==> src/rtl/pipe_pkg.sv <==
// rtl/pipe_pkg.sv - shared widths and select encodings for the writeback stage
package pipe_pkg;

  localparam int DW       = 32;
  localparam int AW       = 5;
  localparam int NREGS    = 32;
  localparam int ZERO_REG = 0;

  localparam logic WB_SEL_ALU = 1'b0;
  localparam logic WB_SEL_MEM = 1'b1;

endpackage

==> src/rtl/wb_mux.sv <==
// rtl/wb_mux.sv - 2:1 writeback value select (load data vs ALU result)
module wb_mux
  import pipe_pkg::*;
#(
  parameter int W = pipe_pkg::DW
) (
  input  logic         sel,
  input  logic [W-1:0] mem_data,
  input  logic [W-1:0] alu_result,
  output logic [W-1:0] y
);

  always_comb begin
    y = (sel == WB_SEL_MEM) ? mem_data : alu_result;
  end

endmodule

==> src/rtl/wb_regfile.sv <==
// rtl/wb_regfile.sv - writeback stage, 2-read/1-write register file, retire counter
// Optional WB_BYPASS_EN: read ports forward the in-flight writeback value.
module wb_regfile
  import pipe_pkg::*;
#(
  parameter int NREGS = pipe_pkg::NREGS,
  parameter int AW    = pipe_pkg::AW,
  parameter int DW    = pipe_pkg::DW
) (
  input  logic          clock,
  input  logic          reset,
  input  logic [DW-1:0] wb_mem_data,
  input  logic [AW-1:0] wb_dest,
  input  logic          wb_regwrite,
  input  logic [DW-1:0] wb_alu_result,
  input  logic          wb_memtoreg,
  input  logic [AW-1:0] rs_addr,
  input  logic [AW-1:0] rt_addr,
  output logic [DW-1:0] rs_data,
  output logic [DW-1:0] rt_data,
  output logic [DW-1:0] wb_data,
  output logic [31:0]   retire_count
);

  logic [DW-1:0] regs_q [NREGS];
  logic [DW-1:0] regs_d [NREGS];
  logic [31:0]   retire_count_q;
  logic [31:0]   retire_count_d;
  logic          commit;

  wb_mux #(.W(DW)) u_wb_mux (
    .sel        (wb_memtoreg),
    .mem_data   (wb_mem_data),
    .alu_result (wb_alu_result),
    .y          (wb_data)
  );

  // Writes to r0 are dropped entirely, including from the retire count.
  assign commit = wb_regwrite && (wb_dest != AW'(ZERO_REG));

  always_comb begin
    regs_d         = regs_q;
    retire_count_d = retire_count_q;
    if (commit) begin
      regs_d[wb_dest] = wb_data;
      retire_count_d  = retire_count_q + 32'd1;
    end
  end

  always_ff @(posedge clock) begin
    if (reset) begin
      for (int i = 0; i < NREGS; i++) begin
        regs_q[i] <= '0;
      end
      retire_count_q <= '0;
    end else begin
      regs_q         <= regs_d;
      retire_count_q <= retire_count_d;
    end
  end

  always_comb begin
    rs_data = (rs_addr == AW'(ZERO_REG)) ? '0 : regs_q[rs_addr];
    rt_data = (rt_addr == AW'(ZERO_REG)) ? '0 : regs_q[rt_addr];
`ifdef WB_BYPASS_EN
    if (commit && (wb_dest == rs_addr)) begin
      rs_data = wb_data;
    end
    if (commit && (wb_dest == rt_addr)) begin
      rt_data = wb_data;
    end
`endif
  end

  assign retire_count = retire_count_q;

endmodule

==> config.mk <==
export PLATFORM = sky130hd
export DESIGN_NAME = wb_regfile
export DESIGN_NICKNAME = d
export VERILOG_FILES = /design/src/rtl/pipe_pkg.sv /design/src/rtl/wb_mux.sv /design/src/rtl/wb_regfile.sv
export SDC_FILE = /design/constraint.sdc
export NUM_CORES = 2
export LEC_CHECK = 0
export ABC_CLOCK_PERIOD_IN_PS = 4100
export CORE_ASPECT_RATIO = 1.75
export CORE_UTILIZATION = 35
export DETAILED_ROUTE_END_ITERATION = 8
export DONT_BUFFER_PORTS = 1
export SYNTH_ARGS = -nofsm -noshare
export SYNTH_HDL_FRONTEND = slang
export SYNTH_SLANG_ARGS = --single-unit
==> constraint.sdc <==
create_clock -name clock -period 4.1 [get_ports clock]
set_input_delay 0.82 -clock clock [delete_from_list [all_inputs] [get_ports clock]]
set_output_delay 0.82 -clock clock [all_outputs]
set_load 0.05 [all_outputs]
==> impl_metrics.sql <==
INSERT INTO impl_metrics (metric_group, metric, value, unit) VALUES
('status', 'status', 'finished with violations', ''),
('status', 'failed_checks', 'max-slew violations, negative setup slack', ''),
('pwr', 'share_clk_of_total_power', '0.444', ''),
('synth', 'ys_ff_latch', '1056', ''),
('critical_path', 'timing.critical_path.buf_inv', '1', ''),
('place', 'post_dp_cell_area', '55700', 'µm²'),
('synth', 'syn_nets', '5259', ''),
('synth', 'syn-instance-count', '5175', ''),
('floorplan', 'die_area', '150000', 'µm²'),
('clocking', 'tritoncts', 'yes', ''),
('synth', 'fraction_of_the_mapped_netlist_area_in_adder_cells', '0.000240', ''),
('floorplan', 'pin_count', '211', ''),
('synth', 'synth_enable_flop_cells', '0', ''),
('clocking', 'cts_inserted_buffers', '99', ''),
('synth', 'synthMuxAreaShare', '0.233', ''),
('pwr', 'worst_ir_drop_vdd', '0.000351', 'V'),
('layout', 'finish.utilization', '0.403', ''),
('drt', 'num_vias', '42000', ''),
('timing', 'timing.final.max_slew_violations', '690', ''),
('clocking', 'insertion_delay', '0.70', 'ns'),
('global_routing', 'grt-ovfl-total', '0', ''),
('synth', 'synth-simple-area-share', '0.110', ''),
('synth', 'synthDistinctLibCells', '49', ''),
('drt', 'number_of_vias_per_cell_after_detailed_routing', '6.06', ''),
('global_routing', 'grt_antenna_before_repair', '7', ''),
('critical_path', 'critical_register_to_register_path_endpoint', 'retire_count[31]$_SDFFE_PP0P_', ''),
('global_routing', 'grt_pass1_vias', '41000', ''),
('drt', 'number_of_optimization_iterations_in_the_first_detailed_route_pass', '7', ''),
('clocking', 'clock_slew_at_the_register_clock_pins_of_the_worst_setup_and_hold_paths', '0.06', 'ns'),
('critical_path', 'worst-path-max-fanout', '303', ''),
('synth', 'synth_largest_area_cell', 'dfxtp_1', ''),
('critical_path', 'reg2reg_depth', '5', ''),
('synth', 'share_of_the_synthesized_area_in_the_top_cell_type', '0.406', ''),
('job', 'drv_cap', '0', ''),
('timing', 'timing.final.hold_violations', '0', ''),
('synth', 'synthXorXnorAreaFrac', '0.00337', ''),
('clocking', 'clock_tree.buffer_depth', '3', ''),
('timing', 'skew', '0.0105', 'ns'),
('timing', 'setup_viol', '18', ''),
('pwr', 'power_per_cell_area', '384', 'nW/µm²'),
('timing', 'crit_path_time_final', '4.79', 'ns'),
('synth', 'post_synth_instance_area', '52000', 'µm²'),
('synth', 'ys_top_cells_by_area', 'dfxtp_1 41%, mux4_2 16%, a211oi_1 15%, nor2_1 7.6%, mux2i_1 4.5%', ''),
('synth', 'postSynth.asyncResetShare', '0', ''),
('timing', 'final.setup.worst_slack', '-0.688', 'ns'),
('pwr', 'power.share.sequential', '0.461', ''),
('critical_path', 'timing.reg2reg.setup_slack', '1.35', 'ns'),
('place', 'routabilityCongestion', '0.842', ''),
('timing', 'finalHoldWorstSlack', '0.218', 'ns'),
('synth', 'ys_warn_count', '0', ''),
('worst_hold_path', 'hp-start', 'reset', ''),
('floorplan', 'vertical_die_dimension', '512', 'µm'),
('timing', 'max_slew.worst_pin.slew', '5.32', 'ns'),
('layout', 'layout.filler_cells', '14200', ''),
('synth', 'part_of_the_yosys_area_used_for_sequential_elements', '0.406', ''),
('drt', 'post-route-drc-count', '0', ''),
('timing', 'max_clock_freq', '0.209', 'GHz'),
('global_routing', 'first_pass_grt_wire_length', '275000', 'µm'),
('floorplan', 'die_w', '293', 'µm'),
('floorplan', 'num_rows', '186', ''),
('critical_path', 'critical-path-top-delay-family', 'compound AO/OA/AOI/OAI gates', ''),
('drt', 'antenna_violation_net_count_after_detailed_routing', '0', ''),
('timing', 'slew_margin_rel', '-2.55', ''),
('synth', 'synth_top_family_by_area', 'multiplexers', ''),
('critical_path', 'list_of_cells_traversed_by_the_critical_path', 'mux4_2, a22o_1, a2111oi_0, nor3_2, buf_4', ''),
('critical_path', 'cp-end-kind', 'output pin', ''),
('clocking', 'cts_htree_levels', '3', ''),
('layout', 'area_delta_synth_final', '13.8', '%'),
('critical_path', 'worst_ep_required_time', '3.28', 'ns'),
('clocking', 'post_cts_hold_buffer_count', '0', ''),
('synth', 'yosys_most_used_dff', 'dfxtp_1', '');
worst max-delay path by stage:
stage | from | to | slack, ns | cells after the start
3_3_place_gp | rs_addr[0] | rs_data[26] | 0.14 | 5
4_1_cts | rs_addr[0] | rs_data[26] | 0.13 | 5
2_1_floorplan | rs_addr[0] | rs_data[0] | 0.06 | 8
5_1_grt | rs_addr[0] | rs_data[26] | 0.08 | 5
3_5_place_dp | rs_addr[0] | rs_data[9] | 0.17 | 5
6_report | rs_addr[0] | rs_data[26] | -0.69 | 5
power groups by stage:
stage / registers, µW / clock network [µW] / logic, µW
finish: 10500 / 10100 / 2150
global route: 10500 / 10600 / 2210
CTS: 10500 / 10200 / 2110
detailed placement: 10700 / 0 / 2110
global placement: 10700 / 0 / 2100
floorplan: 10700 / 0 / 1700
placed cells by master (no fill, tap or decap), types with 33 or more instances in the layout:
cell type,n
mux2_2,106
buf_12,61
mux4_2,380
mux2i_1,203
nor2_4,33
nand2_1,46
a22o_1,50
dfxtp_1,1056
inv_1,42
nor2_1,1036
a211oi_1,1042
a2111oi_0,50
o22ai_1,114
nor2b_1,87
clkbuf_16,101
buf_4,170
a221oi_1,39
kinds of logic (layout without fill, tap and decap cells):
kind of cell,Yosys count,count (layout)
and+or+nand+nor,1358,1358
AOI/OAI and AO/OA,1351,1351
DFF,1056,1056
muxes,721,721
buffers and inverters,668,456
xor gates and xnor gates,20,20
adders and majority gates,1,1
other,0,3
sequential cells by signal, indices dropped and copies added, names as in the netlist:
| register | flops |
|---|---|
| regs_q | 1024 |
| retire_count | 32 |
metal layers:
metal / share of wire / GRT usage / up-vias
li1: - / - / 19000
met1: 0.40 / 0.304 / 20800
met2: 0.48 / 0.401 / 1795
met3: 0.080 / 0.0490 / 432
met4: 0.047 / 0.112 / 6
met5: 0.00025 / 0 / -
final cells by class:
| type | count | area [µm²] | share of cell area |
|---|---|---|---|
| Clock inverter | 47 | 647 | 0.0109 |
| Multi-Input combinational cell | 3451 | 29400 | 0.497 |
| Timing Repair Buffer | 233 | 2520 | 0.0425 |
| Antenna cell | 3 | 7.51 | 0.000127 |
| Sequential cell | 1056 | 21100 | 0.357 |
| Clock buffer | 133 | 2850 | 0.0481 |
| Inverter | 43 | 161 | 0.00272 |
| Tap cell | 1974 | 2470 | 0.0417 |
per-stage QoR:
| stage | total power, µW | instances | worst slack (ns) | setup TNS (ns) |
|---|---|---|---|---|
| finish | 22700 | 6940 | -0.688 | -3.52 |
| global route | 23300 | 6938 | 0.0806 | 0 |
| CTS | 22800 | 6937 | 0.133 | 0 |
| detailed placement | 12800 | 6757 | 0.172 | 0 |
| global placement | 12800 | 6757 | 0.140 | 0 |
| floorplan | 12400 | 5175 | 0.0633 | 0 |
Power figures use the tool's default switching activity.
